<file path="config.mk">
export PLATFORM = sky130hd
export DESIGN_NAME = tdm_demux
export DESIGN_NICKNAME = d
export VERILOG_FILES = /design/src/rtl/tdm_demux.sv
export SDC_FILE = /design/constraint.sdc
export NUM_CORES = 1
export LEC_CHECK = 0
export ABC_AREA = 1
export CORE_AREA = 2 2 39 41
export CTS_BUF_LIST = sky130_fd_sc_hd__clkbuf_8
export DETAILED_ROUTE_END_ITERATION = 7
export DIE_AREA = 0 0 41 43
export PLACE_DENSITY = 0.71
export SYNTH_ARGS = -nofsm -noshare
export SYNTH_HDL_FRONTEND = slang
export SYNTH_SLANG_ARGS = --single-unit
</file>
<file path="constraint.sdc">
create_clock -name clk -period 2.45 [get_ports clk]
set_clock_uncertainty 0.15 [all_clocks]
set_input_delay 0.49 -clock clk [delete_from_list [all_inputs] [get_ports clk]]
set_output_delay 0.49 -clock clk [all_outputs]
set_load 0.01 [all_outputs]
</file>
<file path="src/rtl/tdm_demux.sv">
// ---------------------------------------------------------------------------
// tdm_demux -- receive side of the 4:1 time-multiplexed link.
//
// The sender walks slots 0..3 and drives one channel per beat. A sync marker
// tags the slot-0 beat. This block locks onto the sync marker and stages
// beats 0..2. On the slot-3 beat it publishes all four channels at once,
// together with a one-cycle frame strobe.
//
// Ports:
//   clk         rising-edge clock
//   rst         synchronous, active-high reset
//   in_valid    din/sync carry a beat this cycle
//   sync        qualified by in_valid; marks slot 0 of a frame
//   din         beat payload (WIDTH bits)
//   slot        index of the next slot expected (0..3)
//   d0..d3      published channels, held until the next complete frame
//   frame_valid one-cycle pulse: d0..d3 just updated with a complete frame
//   sync_err    one-cycle pulse: framing violation (missing or early sync)
// ---------------------------------------------------------------------------
module tdm_demux #(
   parameter int WIDTH = 1
) (
   input  logic             clk,
   input  logic             rst,
   input  logic             in_valid,
   input  logic             sync,
   input  logic [WIDTH-1:0] din,
   output logic [1:0]       slot,
   output logic [WIDTH-1:0] d0,
   output logic [WIDTH-1:0] d1,
   output logic [WIDTH-1:0] d2,
   output logic [WIDTH-1:0] d3,
   output logic             frame_valid,
   output logic             sync_err
);

   typedef enum logic {HUNT, RUN} state_t;

   state_t           r_state;
   logic [1:0]       r_slot;
   logic [WIDTH-1:0] r_s0, r_s1, r_s2;
   logic [WIDTH-1:0] r_d0, r_d1, r_d2, r_d3;
   logic             r_fv, r_err;

   state_t           w_state;
   logic [1:0]       w_slot;
   logic [WIDTH-1:0] w_s0, w_s1, w_s2;
   logic [WIDTH-1:0] w_d0, w_d1, w_d2, w_d3;
   logic             w_fv, w_err;

   // State register: every output is a flop, so the outputs never have a
   // combinational path from the inputs.
   always_ff @(posedge clk) begin
      if (rst) begin
         r_state <= HUNT;
         r_slot  <= 2'd0;
         r_s0    <= '0;
         r_s1    <= '0;
         r_s2    <= '0;
         r_d0    <= '0;
         r_d1    <= '0;
         r_d2    <= '0;
         r_d3    <= '0;
         r_fv    <= 1'b0;
         r_err   <= 1'b0;
      end else begin
         r_state <= w_state;
         r_slot  <= w_slot;
         r_s0    <= w_s0;
         r_s1    <= w_s1;
         r_s2    <= w_s2;
         r_d0    <= w_d0;
         r_d1    <= w_d1;
         r_d2    <= w_d2;
         r_d3    <= w_d3;
         r_fv    <= w_fv;
         r_err   <= w_err;
      end
   end

   // Next-state logic. Idle cycles hold everything and leave both pulses low.
   always_comb begin
      w_state = r_state;
      w_slot  = r_slot;
      w_s0    = r_s0;
      w_s1    = r_s1;
      w_s2    = r_s2;
      w_d0    = r_d0;
      w_d1    = r_d1;
      w_d2    = r_d2;
      w_d3    = r_d3;
      w_fv    = 1'b0;
      w_err   = 1'b0;

      if (in_valid) begin
         unique case (r_state)
            HUNT: begin
               // Beats without sync are silently dropped while hunting.
               if (sync) begin
                  w_s0    = din;
                  w_slot  = 2'd1;
                  w_state = RUN;
               end
            end
            RUN: begin
               if (sync) begin
                  // A sync beat always starts a new frame. If it arrives
                  // mid-frame, the partial frame is abandoned and the
                  // violation is flagged.
                  w_s0   = din;
                  w_slot = 2'd1;
                  w_err  = (r_slot != 2'd0);
               end else begin
                  unique case (r_slot)
                     2'd0: begin
                        w_err   = 1'b1;
                        w_state = HUNT;
                     end
                     2'd1: begin
                        w_s1   = din;
                        w_slot = 2'd2;
                     end
                     2'd2: begin
                        w_s2   = din;
                        w_slot = 2'd3;
                     end
                     default: begin
                        // Slot 3 publishes directly from din. No s3 register
                        // is needed.
                        w_d0   = r_s0;
                        w_d1   = r_s1;
                        w_d2   = r_s2;
                        w_d3   = din;
                        w_fv   = 1'b1;
                        w_slot = 2'd0;
                     end
                  endcase
               end
            end
            default: begin
               w_state = HUNT;
               w_slot  = 2'd0;
            end
         endcase
      end
   end

   assign slot        = r_slot;
   assign d0          = r_d0;
   assign d1          = r_d1;
   assign d2          = r_d2;
   assign d3          = r_d3;
   assign frame_valid = r_fv;
   assign sync_err    = r_err;

endmodule

</file>
==> reports/qor.txt <==
Status = finished clean
# IOs = 13
Max_cap viols = 0
Clock slew at reported path FFs = 0.05 ns
Worst path max stage delay = 0.56 ns
CP cell instances = clkdlybuf4s50_1
Max Root-Sink Buffers = 2
CP startpoint = slot[0]$_SDFFE_PP0P_
Startpoint types = flip-flop
Final slew viol count = 0
Clock latency at the later pin of the worst-skew pair = 0.24 ns
Count leader, synth = nand2_1
Total power draw = 0.000473 W
Grt ovf = 0
CTS tree = built
Reg2Reg Launch Point = slot[0]$_SDFFE_PP0P_
Mean Syn Cell Area = 7.44 µm²
Clk sink count = 12
Final hold violations = 0
RSZ-0062 raised after global routing = false
HP Class = reg2reg
Routability cong. = 0.788
Hold slack = 0.302 ns
FMAX = 552 MHz
Syn. warnings = 0
Worst-Margin Slew = 0.280 ns
Port buffer count = 12
Initial antenna violation count = 0
Cell Area, Synth = 588 µm²
Max_slew headroom = 81.2%
Vias in the first global route = 443
Post-CTS setup buffer count = 0
DPL Wire Length = 775 µm
DRC viols = 0
Drt total wl = 1.05 mm
Die Ht = 43 µm
Post-synthesis register bit count = 12
Antenna viol nets, final = 0
Share of the synthesized area in the top cell type = 40.9%
First-pass GRT wire length = 1.75 mm
WL met1 = 478 µm
Finished Core Util = 56.6%
P_leak = 0.372 nW
Cells on worst reg2reg path = 4
Period utilisation layout = 73.9%
Via count = 510
CP Max Fanout = 4
Met2 routed WL = 498 µm
GRT Overall Usage = 14.6%
Post-synth EDFFs = 0
Ant diodes = 0
Largest net degree at the start of global routing = 11
Register area share after synthesis = 40.9%
CTS Buf Count = 3
Crit-path slowest cell = clkdlybuf4s50_1
Synth Net Count = 89
Area Overhead vs Synth = 33.2%
Clk Tree Root Cell = clkbuf_8
Post-synthesis cell count = 79
Top delay family on crit path = buffers and inverters
Reg-to-reg slack, setup = 1.08 ns
Core footprint = 1380 µm²
Vias per inst = 4.59
Crit path required time = 1.81 ns
Pwr per Cell Area = 604 nW/µm²
Post-synth top flop = dfxtp_1
Top post-synthesis cells by area = dfxtp_1 (41%), nand2_1 (12%), ha_1 (11%)
Netlist cell types = 14
H-tree Lvls = 1
Layout cells sized above 1 = 10.5%
DR WL/cell = 9.41 µm
Initial core utilization = 42.5%
CP Class = reg2out
Die Area = 1760 µm²
FP Rows = 14
Crit. path cell count = 1
# hold bufs at CTS = 0
Met3 routed WL = 57 µm
Final setup violation count = 0
Synth top cells by count = nand2_1 (19), nor2_1 (15), dfxtp_1 (12)
Peak VDD IR = 461 µV
Crit path DAT = 1.17 ns
Post-cts sizing count = 0
Post-Place Worst Slack = 0.601 ns
PnR worst setup slack = 0.639 ns
Die W = 41 µm
Reg-to-reg endpoint = sync_err$_SDFF_PP0_
Buf/Inv on CP = 1
Iteration-0 DRC Markers = 12
Ys async rst share = 0%
Crit path capture type = output port
Final TNS setup = 0 ns
TritonRoute pass-1 iters = 4
Cell type with the largest total area after synthesis = dfxtp_1
End of the critical path = slot[0]
Final #Nets = 106
Final Critical Period = 1.81 ns
DR top layer = met4
[where the power goes]
| part | switching, W | internal, W | leakage (nW) |
|---|---|---|---|
| combinational | 0.0000300 | 0.0000238 | 0.245 |
| sequential | 0.00000558 | 0.000201 | 0.0975 |
| clock | 0.0000710 | 0.000142 | 0.0288 |
| total | 0.000107 | 0.000367 | 0.372 |
[cell type report]
| type | count | area, µm² |
|---|---|---|
| clock buffer | 4 | 55.1 |
| inverter | 10 | 37.5 |
| tap | 16 | 20.0 |
| fill | 136 | 601 |
| multi-input combinational | 57 | 310 |
| sequential | 12 | 240 |
| timing repair buffer | 12 | 120 |
[kinds of logic (layout without fill, tap and decap cells)]
| family | after synthesis | count (layout) | share of synthesized area, % |
|---|---|---|---|
| buf+inv | 10 | 26 | 6.38 |
| fa+ha+maj | 5 | 5 | 10.6 |
| flops | 12 | 12 | 40.9 |
| compound gates | 5 | 5 | 4.25 |
| simple gates | 47 | 47 | 37.9 |
[flip-flops by register name, summed over array words and instances (netlist names)]
signal       count
d0               1
d1               1
d2               1
d3               1
frame_valid      1
r_s0             1
r_s1             1
r_s2             1
r_state          1
slot             2
sync_err         1
[layout by cell type, fill, tap and decap left out]
master / netlist / final
nor2_8: 1 / 1
nor2_2: 2 / 2
nor3_1: 2 / 2
clkdlybuf4s50_1: 0 / 12
nand2_4: 2 / 2
dfxtp_1: 12 / 12
nand3_1: 6 / 6
a21oi_1: 4 / 4
nor2_1: 15 / 15
inv_1: 8 / 8
clkinv_1: 1 / 1
ha_1: 5 / 5
nand2_1: 19 / 19
inv_2: 1 / 1
clkbuf_8: 0 / 4
o21ai_0: 1 / 1
[worst min path at each step]
stage	from	endpoint	slack, ns	cells after the start
finish	r_s0$_SDFFE_PP0P_	r_s0$_SDFFE_PP0P_	0.30	2
global route	r_s0$_SDFFE_PP0P_	r_s0$_SDFFE_PP0P_	0.32	2
CTS	r_s0$_SDFFE_PP0P_	r_s0$_SDFFE_PP0P_	0.31	2
detailed placement	r_s0$_SDFFE_PP0P_	r_s0$_SDFFE_PP0P_	0.30	2
global placement	r_s0$_SDFFE_PP0P_	r_s0$_SDFFE_PP0P_	0.29	2
floorplan	r_s0$_SDFFE_PP0P_	r_s0$_SDFFE_PP0P_	0.28	2
[worst reg2reg max path, stage by stage, from the launching register on]
cell and delay (ns):
dfxtp_1 0.38, inv_1 0.10, ha_1 0.22, ha_1 0.27, nor3_1 0.17
[per-layer routing]
metal | vias up | global-route usage [%]
met5 | - | 0
met4 | 0 | 6.00
met3 | 2 | 4.71
met2 | 11 | 21.3
met1 | 221 | 19.3
li1 | 276 | -
[stage by stage]
stage	cell area, µm²	std cells
final	783	111
after floorplan	588	79
after global routing	783	111
after CTS	783	111
after global placement	728	107
after detailed placement	728	107
Note: power is estimated with default switching activity, not from simulation.
